File: src/rtl/regfile_pkg.sv
// Shared register-file widths, constants and the writeback request payload.
package regfile_pkg;

  localparam int unsigned XLEN       = 32;
  localparam int unsigned ADDR_WIDTH = 5;
  localparam int unsigned NUM_REGS   = 2 ** ADDR_WIDTH;

  localparam logic [ADDR_WIDTH-1:0] REG_ZERO = '0;

  typedef struct packed {
    logic                  valid;
    logic [ADDR_WIDTH-1:0] rd_index;
    logic [XLEN-1:0]       rd_data;
  } wb_req_t;

endpackage

File: src/rtl/rr_arbiter.sv
// Round-robin arbiter: one-hot grant to the first requester at or after rr_ptr.
module rr_arbiter
  import regfile_pkg::*;
#(
  parameter  int unsigned NUM_REQ = 2,
  localparam int unsigned IDX_W   = $clog2(NUM_REQ)
) (
  input  logic               clk,
  input  logic               reset,
  input  logic [NUM_REQ-1:0] req,
  input  logic               hold,
  output logic [NUM_REQ-1:0] grant,
  output logic [IDX_W-1:0]   grant_idx
);

  logic [IDX_W-1:0] rr_ptr;
  logic [IDX_W-1:0] sel;
  logic [IDX_W-1:0] cand;
  logic [IDX_W:0]   sum;
  logic             found;

  // Scan from rr_ptr, wrapping modulo NUM_REQ (works for non-power-of-two counts).
  always_comb begin
    found = 1'b0;
    sel   = rr_ptr;
    sum   = '0;
    cand  = '0;
    for (int unsigned i = 0; i < NUM_REQ; i++) begin
      sum = {1'b0, rr_ptr} + (IDX_W+1)'(i);
      if (sum >= (IDX_W+1)'(NUM_REQ)) begin
        sum = sum - (IDX_W+1)'(NUM_REQ);
      end
      cand = sum[IDX_W-1:0];
      if (!found && req[cand]) begin
        found = 1'b1;
        sel   = cand;
      end
    end
  end

  // Grant is masked during reset so no handshake can complete while it is low.
  always_comb begin
    grant = '0;
    if (found && !hold && reset) begin
      grant[sel] = 1'b1;
    end
  end

  assign grant_idx = sel;

  always_ff @(posedge clk) begin
    if (!reset) begin
      rr_ptr <= '0;
    end else if (|grant) begin
      rr_ptr <= (sel == IDX_W'(NUM_REQ - 1)) ? '0 : sel + IDX_W'(1);
    end
  end

endmodule

File: src/rtl/regfile_wb_arbiter.sv
// Arbitrates NUM_REQ writeback sources onto the single register-file write port
// through a one-cycle registered write stage; writes to x0 are swallowed.
module regfile_wb_arbiter #(
  parameter  int unsigned XLEN       = regfile_pkg::XLEN,
  parameter  int unsigned ADDR_WIDTH = regfile_pkg::ADDR_WIDTH,
  parameter  int unsigned NUM_REQ    = 2,
  localparam int unsigned SRC_W      = $clog2(NUM_REQ)
) (
  input  logic                          clk,
  input  logic                          reset,
  input  logic                          wb_hold,
  input  logic [NUM_REQ-1:0]            req_valid,
  input  logic [NUM_REQ*ADDR_WIDTH-1:0] req_rd_index,
  input  logic [NUM_REQ*XLEN-1:0]       req_rd_data,
  output logic [NUM_REQ-1:0]            req_ready,
  output logic                          rf_write_en,
  output logic [ADDR_WIDTH-1:0]         rf_rd_index,
  output logic [XLEN-1:0]               rf_rd,
  output logic [SRC_W-1:0]              wb_src,
  output logic [15:0]                   grant_count
);
  import regfile_pkg::*;

  logic [NUM_REQ-1:0] grant;
  logic [SRC_W-1:0]   grant_idx;
  wb_req_t            sel_req;

  rr_arbiter #(
    .NUM_REQ (NUM_REQ)
  ) u_arb (
    .clk       (clk),
    .reset     (reset),
    .req       (req_valid),
    .hold      (wb_hold),
    .grant     (grant),
    .grant_idx (grant_idx)
  );

  assign req_ready = grant;

  // Select the winning request; valid doubles as "handshake this cycle".
  always_comb begin
    sel_req          = '0;
    sel_req.valid    = |grant;
    sel_req.rd_index = req_rd_index[32'(grant_idx)*ADDR_WIDTH +: ADDR_WIDTH];
    sel_req.rd_data  = req_rd_data[32'(grant_idx)*XLEN +: XLEN];
  end

  always_ff @(posedge clk) begin
    if (!reset) begin
      rf_write_en <= 1'b0;
      rf_rd_index <= '0;
      rf_rd       <= '0;
      wb_src      <= '0;
      grant_count <= '0;
    end else begin
      rf_write_en <= sel_req.valid && (sel_req.rd_index != REG_ZERO);
      if (sel_req.valid) begin
        rf_rd_index <= sel_req.rd_index;
        rf_rd       <= sel_req.rd_data;
        wb_src      <= grant_idx;
      end
      if (sel_req.valid && (grant_count != 16'hFFFF)) begin
        grant_count <= grant_count + 16'd1;
      end
    end
  end

endmodule

File: config.mk
export PLATFORM = sky130hd
export DESIGN_NAME = regfile_wb_arbiter
export DESIGN_NICKNAME = d
export VERILOG_FILES = /design/src/rtl/regfile_pkg.sv /design/src/rtl/rr_arbiter.sv /design/src/rtl/regfile_wb_arbiter.sv
export SDC_FILE = /design/constraint.sdc
export NUM_CORES = 1
export LEC_CHECK = 0
export BUFFER_PORTS_ARGS = -buffer_cell sky130_fd_sc_hd__buf_2
export CAP_MARGIN = 40
export CORE_MARGIN = 4
export CORE_UTILIZATION = 47
export CTS_BUF_LIST = sky130_fd_sc_hd__clkbuf_8 sky130_fd_sc_hd__clkbuf_16
export DETAILED_ROUTE_END_ITERATION = 16
export GPL_TIMING_DRIVEN = 0
export PLACE_DENSITY = 0.85
export SLEW_MARGIN = 40
export SYNTH_ARGS = -nofsm -noshare
export SYNTH_HDL_FRONTEND = slang
export SYNTH_SLANG_ARGS = --single-unit
File: constraint.sdc
create_clock -name clk -period 3.2 [get_ports clk]
set_clock_uncertainty 0.15 [all_clocks]
set_input_delay 0 -clock clk [delete_from_list [all_inputs] [get_ports clk]]
set_output_delay 0 -clock clk [all_outputs]
set_load 0.01 [all_outputs]
==> results.yml <==
outcome:
  outcome: "finished clean"
routing:
  vias: 3048
  ant_nets: 0
  wl_per_cell_um: 18.62
  dr.first_iter.drc_count: 320
  vias_per_cell: 5.795
  wl_mm: 9.792
  drcViolationCount: 0
  dr.pass1.iters: 6
critical_path:
  worstReg2RegEnd: "rf_rd[12]"
  startpoint_type: "input pin"
  critical_path_required_ns: 3.28
  critPathLaunch: "reset"
  reg2reg_from: "u_arb.rr_ptr"
  r2r_setup_slack_ns: 0.85
  criticalPathCategory: "input pin to flop"
  endpoint_kind: "flop"
  arrival_ns: 2.64
  crit_path_max_fanout: 10
  r2r_cells: 6
clock_tree:
  cts_resized: 0
  clk_pin_slew_ns: 0.10
  cts_max_path_buffers: 2
  cts_tree: "yes"
  ctsHoldBuffers: 76
  clkSinkCount: 56
  cts_buffers: 5
  htreeDepth: 2
  post_cts_buffers: 0
  worstSkewPairLatency_ns: 0.30
  ctsRootBufferMaster: "clkbuf_8"
global_routing:
  grt_max_degree: 17
  grt_usage: 0.3195
  grt_pass1_vias: 3199
  antenna_found_initial: 0
  grt_first_pass_wirelength_mm: 15.74
  grt_overflow_total: 0
finish:
  area_growth_pct: 68.27
  finish.utilization: 0.8306
  diodes: 0
  layout.cells.most_common: "buf_2"
  final_cell_mix: "buf_2, dlygate4sd3_1, dfxtp_1"
  nNetsFinal: 538
  drive_above_1_share: 0.3508
place:
  hpwlAfterDp_mm: 5.295
  place_ws_ns: 1.356
  io_buffers: 135
  gp_congestion: 0.8058
yosys:
  syn_nets: 320
  yosysWarnings: 0
  synth_edf_count: 0
  syn_area_um2: 2362
  yosys_most_used_dff: "dfxtp_1"
  netlist.area_leader.share: 0.4746
  yosys.area.top_type: "dfxtp_1"
  syn_inst: 240
  ys_types: 35
  async_flop_share: 0
  yosys_register_bits: 56
  synthTopCellsByArea: "dfxtp_1, a222oi_1, nor2_1"
  syn_avg_cell_area_um2: 9.843
  yosysSeqAreaShare: 0.4746
pwr:
  pwr-share-clk: 0.277
  p_leak_nw: 1.765
  switching_share: 0.2632
  irDropWorstVdd_uv: 272.3
  internal_power_mw: 1.068
  power.density_nw_per_um2: 364.7
  power_frac_seq: 0.513
  pwr-share-comb: 0.210
  power.switching_mw: 0.3814
floorplanning:
  die_x_um: 78.90
  ios: 136
  initial_core_util: 0.4936
  die_h_um: 78.90
  fp-row-count: 25
  coreArea_um2: 4786
  fp.dieArea_um2: 6224
sta:
  drv_slew: 0
  hold_violations: 0
  worstMarginPinSlew_ns: 0.6111
  fin_setup_tns_ns: 0
  slew_headroom: 0.5908
  fin_crit_ns: 2.554
  worst_slack_ns: 0.6462
  rsz0062_at_grt: "no"
  post-route-period-util: 0.7981
  max_freq_ghz: 0.3916
  setup_viol: 0
min_path:
  whs_path_depth: 4
  hp-start: "req_rd_index[9]"
  holdPathEnd: "rf_write_en"
  hold_path_class: "input pin to flop"
flow_run:
  maxCapViolations: 0
==> layout make-up <==
class / instances / area [um^2]
Buffer: 20 / 97.59
Clock buffer: 6 / 82.58
Tap cell: 67 / 83.83
Fill cell: 280 / 810.8
Clock inverter: 2 / 10.01
Timing Repair Buffer: 211 / 1436
Multi-Input combinational cell: 162 / 1136
Inverter: 2 / 7.507
Sequential cell: 56 / 1121
==> kinds of logic after synthesis <==
| logic type | after synthesis | synth area share |
|---|---|---|
| buffers and inverters | 22 | 0.04449 |
| adders and majority gates | 2 | 0.009533 |
| and+or+nand+nor | 86 | 0.1668 |
| DFF | 56 | 0.4746 |
| xor gates and xnor gates | 9 | 0.03337 |
| AOI/OAI and AO/OA | 55 | 0.2288 |
| muxes | 10 | 0.04237 |
==> power groups by stage <==
stage / registers [mW] / logic [mW] / clock network (mW)
2_1_floorplan: 0.768 / 0.0790 / 0
5_1_grt: 0.746 / 0.326 / 0.435
3_5_place_dp: 0.756 / 0.191 / 0
6_report: 0.744 / 0.304 / 0.401
4_1_cts: 0.740 / 0.280 / 0.400
3_3_place_gp: 0.755 / 0.186 / 0
==> synth_stat cells, types with 3 or more instances <==
| cell type | instances |
|---|---|
| a2111oi_2 | 3 |
| a211oi_1 | 3 |
| a21oi_1 | 4 |
| a222oi_1 | 32 |
| buf_2 | 6 |
| clkbuf_1 | 12 |
| dfxtp_1 | 56 |
| mux2i_1 | 10 |
| nand2_1 | 13 |
| nand3_1 | 9 |
| nand4_1 | 3 |
| nor2_1 | 48 |
| o21ai_0 | 5 |
| xnor2_1 | 9 |
==> per-layer routing <==
metal  part of all wire  vias up  track usage  wire (um)
met1               0.35     1440       0.3544       3457
met5                  0        -            0          0
li1                   -     1356            -          -
met3              0.089       42      0.07710        868
met2               0.52      210       0.5696       5049
met4              0.043        0       0.1564        417
==> metrics by stage <==
step / instances / hold WS [ns] / power, mW / area [um^2]
2_1_floorplan: 240 / -0.003653 / 0.8471 / 2362
3_3_place_gp: 442 / 0.08246 / 0.9407 / 3122
3_5_place_dp: 442 / 0.09186 / 0.9465 / 3122
4_1_cts: 526 / 0.001949 / 1.421 / 3975
5_1_grt: 526 / 0.1360 / 1.506 / 3975
6_report: 526 / 0.08380 / 1.450 / 3975
==> worst max-delay path, cell delays in order <==
cell and delay [ns]:
dlygate4sd3_1 0.53, buf_2 0.17, and2b_1 0.21, nand2_1 0.07, a21oi_1 0.44, buf_2 0.35, a222oi_1 0.12, dlygate4sd3_1 0.61
nor2_1 0.12
==> how the worst max path moves through the flow <==
stage	to	cells after the start	slack, ns
3_5_place_dp	grant_count[13]	7	1.36
4_1_cts	rf_rd[9]	9	0.79
3_3_place_gp	grant_count[4]	7	1.38
6_report	rf_rd[28]	9	0.65
2_1_floorplan	grant_count[4]	7	1.43
5_1_grt	rf_rd[12]	9	0.56
==> registers in the layout, indices dropped and copies added, names as in the netlist <==
signal,flops
wb_src,1
grant_count,16
rf_rd_index,5
rf_write_en,1
u_arb.rr_ptr,1
rf_rd,32
No activity file was read; power rests on OpenSTA's default activity.
